--- config.mk ---
export PLATFORM = sky130hd
export DESIGN_NAME = nd4_deserializer
export DESIGN_NICKNAME = d
export VERILOG_FILES = /design/src/rtl/nd4_deserializer.sv
export SDC_FILE = /design/constraint.sdc
export NUM_CORES = 1
export LEC_CHECK = 0
export CORE_MARGIN = 1
export CORE_UTILIZATION = 48
export DETAILED_ROUTE_END_ITERATION = 8
export PLACE_DENSITY = 0.78
export SYNTH_ARGS = -nofsm -noshare
export SYNTH_HDL_FRONTEND = slang
export SYNTH_SLANG_ARGS = --single-unit
--- constraint.sdc ---
create_clock -name CK -period 2.1 [get_ports CK]
set_input_delay 0.525 -clock CK [delete_from_list [all_inputs] [get_ports CK]]
set_output_delay 0.525 -clock CK [all_outputs]
set_load 0.05 [all_outputs]
--- src/rtl/nd4_deserializer.sv ---
// nd4_deserializer: serial-to-parallel receiver.
// The receiver collects WIDTH bits from D, taking a bit only on cycles with EN=1.
// SYNC marks the start of each frame. A finished word is handed to a
// one-entry valid/ready output buffer.
//
// Ports:
//   CK    clock, rising edge
//   RN    asynchronous active-low reset
//   D     serial data, sampled when EN=1
//   EN    bit strobe
//   SYNC  frame start (qualified by EN)
//   CLR   synchronous clear of the OVF/RSY sticky flags
//   Q     assembled word, held stable while QV=1
//   QV    output word valid
//   QR    consumer ready
//   OVF   sticky: a completed word was dropped because the buffer was full
//   RSY   sticky: a partial word was discarded by a mid-word SYNC
module nd4_deserializer #(
    parameter int unsigned WIDTH     = 4,
    parameter bit          MSB_FIRST = 1'b0
) (
    input  logic             CK,
    input  logic             RN,
    input  logic             D,
    input  logic             EN,
    input  logic             SYNC,
    input  logic             CLR,
    output logic [WIDTH-1:0] Q,
    output logic             QV,
    input  logic             QR,
    output logic             OVF,
    output logic             RSY
);

    localparam int unsigned CW = $clog2(WIDTH + 1);
    localparam logic [CW-1:0] LAST = CW'(WIDTH - 1);

    typedef enum logic {IDLE, SHIFT} state_t;

    state_t           state, state_nx;
    logic [CW-1:0]    count, count_nx;
    logic [WIDTH-1:0] sr, sr_nx;
    logic [WIDTH-1:0] q_nx;
    logic             qv_nx, ovf_nx, rsy_nx;

    logic             capture, resync, complete;
    logic [CW-1:0]    pos, idx;
    logic [WIDTH-1:0] word;

    // Next-state, capture and output-buffer logic
    always_comb begin
        state_nx = state;
        count_nx = count;
        sr_nx    = sr;
        q_nx     = Q;
        qv_nx    = QV;
        ovf_nx   = OVF;
        rsy_nx   = RSY;
        capture  = 1'b0;
        resync   = 1'b0;
        complete = 1'b0;
        pos      = '0;
        idx      = '0;
        word     = sr;

        if (EN) begin
            case (state)
                IDLE:    capture = SYNC;
                SHIFT: begin
                    capture = 1'b1;
                    // A SYNC on the final bit position counts as data.
                    resync  = SYNC && (count != LAST);
                end
                default: capture = 1'b0;
            endcase
        end

        pos  = ((state == IDLE) || resync) ? '0 : count;
        idx  = MSB_FIRST ? (LAST - pos) : pos;
        // Bit 0 starts a fresh word so stale bits never leak in.
        word = (pos == '0) ? '0 : sr;
        for (int unsigned i = 0; i < WIDTH; i++) begin
            if (CW'(i) == idx) begin
                word[i] = D;
            end
        end
        complete = capture && (pos == LAST);

        if (capture) begin
            sr_nx = word;
            if (complete) begin
                count_nx = '0;
                state_nx = IDLE;
            end else begin
                count_nx = pos + CW'(1);
                state_nx = SHIFT;
            end
        end

        // Output buffer: drain first, then a completing word may refill it.
        if (QV && QR) begin
            qv_nx = 1'b0;
        end

        // Clear first so a same-cycle set event wins.
        if (CLR) begin
            ovf_nx = 1'b0;
            rsy_nx = 1'b0;
        end

        if (complete) begin
            if (!QV || QR) begin
                q_nx  = word;
                qv_nx = 1'b1;
            end else begin
                ovf_nx = 1'b1;
            end
        end

        if (resync) begin
            rsy_nx = 1'b1;
        end
    end

    // State and output registers
    always_ff @(posedge CK or negedge RN) begin
        if (!RN) begin
            state <= IDLE;
            count <= '0;
            sr    <= '0;
            Q     <= '0;
            QV    <= 1'b0;
            OVF   <= 1'b0;
            RSY   <= 1'b0;
        end else begin
            state <= state_nx;
            count <= count_nx;
            sr    <= sr_nx;
            Q     <= q_nx;
            QV    <= qv_nx;
            OVF   <= ovf_nx;
            RSY   <= rsy_nx;
        end
    end

endmodule

==> results of run 1 <==
==> layout make-up <==
type	instances	area (µm²)
clock buffers	4	36.3
inverters	8	30.0
fillers	94	327
flip-flops and latches	14	350
multi-input cells	52	324
well taps	15	18.8
repair buffers	29	248
==> tightest hold or removal path, cell delays in order (launching register included) <==
cell and delay (ns):
dfrtp_1 0.34, o21ai_0 0.07, o21ai_0 0.07
==> metal layers <==
layer / wire, µm / track usage, %
met2: 767 / 37.7
met3: 37 / 3.33
met1: 695 / 26.5
met4: 47 / 15.0
met5: 0 / 0
==> worst max path at each step <==
stage          slack, ns     start  endpoint  depth (start not counted)
6_report            0.13      Q[3]      Q[3]                          1
5_1_grt             0.06  count[2]      Q[1]                         10
4_1_cts             0.12      Q[3]      Q[3]                          1
3_5_place_dp       -0.32      SYNC      Q[3]                          9
3_3_place_gp       -0.28      SYNC      Q[3]                          8
2_1_floorplan       0.07        EN      Q[3]                          8
==> kinds of logic after synthesis <==
group / synth area share, %
AOI/OAI and AO/OA: 18.4
buffers and inverters: 5.79
DFF: 49.1
adders and majority gates: 8.77
muxes: 3.51
and+or+nand+nor: 14.4
==> Yosys cell counts, drive strengths merged <==
master,count,area (µm²)
a21o,1,7.51
a21oi,1,5.00
a22oi,1,7.51
a31oi,3,18.8
and3,2,12.5
buf,1,11.3
dfrtp,14,350
ha,5,62.6
inv,8,30.0
mux2,1,15.0
mux2i,1,10.0
nand2,10,37.5
nand2b,1,6.26
nand3,3,15.0
nor2,5,18.8
nor2b,2,12.5
o211ai,1,7.51
o21a,1,7.51
o21ai,10,50.0
o22ai,2,12.5
o31ai,2,15.0
==> sequential cells by signal (all words and copies together) (netlist names) <==
signal  cells
state       1
QV          1
count       3
OVF         1
Q           4
sr          3
RSY         1
==> through the flow <==
stage	hold slack (ns)	total power (µW)	TNS (ns)
final	0.516	1520	0
after global routing	0.545	1640	0
after CTS	0.517	1530	0
after detailed placement	0.500	1330	-2.04
after global placement	0.479	1300	-1.66
after floorplan	0.229	970	0
==> cell usage in the layout (no fill, tap or decap), drive strengths merged, types with 2 or more instances in the layout <==
cell type	n
buf	16
dfrtp	14
clkdlybuf4s50	11
nand2	10
o21ai	10
inv	8
nor2	5
ha	5
clkbuf	4
nand3	3
a31oi	3
nor2b	2
o22ai	2
and3	2
o31ai	2
dlygate4sd2	2
==> power breakdown <==
part	switching, µW	internal, µW	total [µW]
logic	482	390	872
registers	80.2	381	462
clock network	83.5	105	189
total	645	877	1520
==> what timing repair did <==
| action | CTS | global route |
|---|---|---|
| hold endpoints to repair | 0 | 0 |
| gates resized for setup | 3 | 0 |
| setup endpoints to repair | 4 | 0 |
==> impl_metrics.ini, run 1 <==
[power]
leakage_uw = 0.000500
powerDensity_nw_per_um2 = 1510
vdd_ir_drop_max_mv = 0.753

[clock_network]
clock_latency_ns = 0.27
cts_buffers = 3
clockBufferDepth = 2
cts_tree = done
cts.sinks = 14
clockRootBuffer = clkbuf_4
ctsHoldBuffers = 0
post-cts-setup-buffer-count = 0
cts_htree_levels = 1
clk_pin_slew_ns = 0.08

[setup_path]
path_delay_family = buffers and inverters
r2r-start = count[2]
worst_r2r_path_depth = 8
critPathRequiredTime_ns = 1.57
reg2reg_to = Q[3]
cp-end-kind = output port
critPathMaxFanout = 2
cp_cell_sequence = clkdlybuf4s50_1
cp_slowest_cell = clkdlybuf4s50_1
worstPathArrival_ns = 1.44
worst_setup_path_start_kind = flop
path_buf_inv = 1
rrSetupSlack_ns = 0.21
critPathKind = flop to output port
cpPeakStageDelay_ns = 0.80

[worst_hold_path]
min_to = sr[2]
min_from = sr[2]
hp-class = flop to flop
whs_path_depth = 2

[cells_and_area]
antenna_cells = 0
nets = 120
final_core_utilization_pct = 75.5
stdcell_area_um2 = 1010
drive_above_1_share_pct = 20.6
syn2layout_area_growth_pct = 41.2
final_cells = 122

[flow_run]
maxCapViolCount = 0

[route]
drcViolationCount = 0
avgRoutedWirePerCell_um = 12.7
dr.pass1.iters = 4
vias = 649
avgViaCountPerCell = 5.32
initialDrtViolationCount = 14
ant_nets = 0
routed_wl_mm = 1.55

[sta]
rsz0062_at_grt = no
setup_violations = 0
max_freq_ghz = 0.508
tightest_slew_ns = 0.634
skew_ns = 0.00116
drv_slew = 0
period_share_pct = 93.7
hold_violations = 0
slew_headroom_pct = 57.6
finalWorstPathRequiredPeriod_ns = 1.97
layout_setup_ws_ns = 0.132

[global_routing]
grt_pass1_vias = 572
grt-ovfl-total = 0
grt_first_pass_wirelength_mm = 2.35
antenna_found_initial = 0
grt_max_degree = 15
grtUsageTotal_pct = 22.6

[synthesis]
ys.warnings.count = 0
syn_inst = 75
syn_area_um2 = 713
syn_area_per_cell_um2 = 9.51
ys_seq_area_share_pct = 49.1
synthDistinctLibCells = 22
synth_fp_nets = 87
ys_ff_latch = 14

[floorplanning]
die_h_um = 40.5
core_area_um2 = 1330
initial_core_util_pct = 53.5
num_rows = 13
dieArea_um2 = 1640
die_w_um = 40.5
ios = 14

[placed_design]
io_buffers = 13
dpl_worst_slack_ns = -0.317
place_inst = 118
hpwlAfterDp_mm = 1.15
gp_congestion = 0.779
dpl_cell_area_um2 = 971

[run_status]
status = completed
No activity file was read; power rests on OpenSTA's default activity.
==> inputs of run 2 (changes only) <==
- CAP_MARGIN: unset -> 20
==> results of run 2 <==
Final layout, timing and power as in run 1 (identical DEF).
==> inputs of run 3 (changes only) <==
- GPL_ROUTABILITY_DRIVEN: unset -> 0
==> results of run 3 <==
Final layout, timing and power as in run 1 (identical DEF).
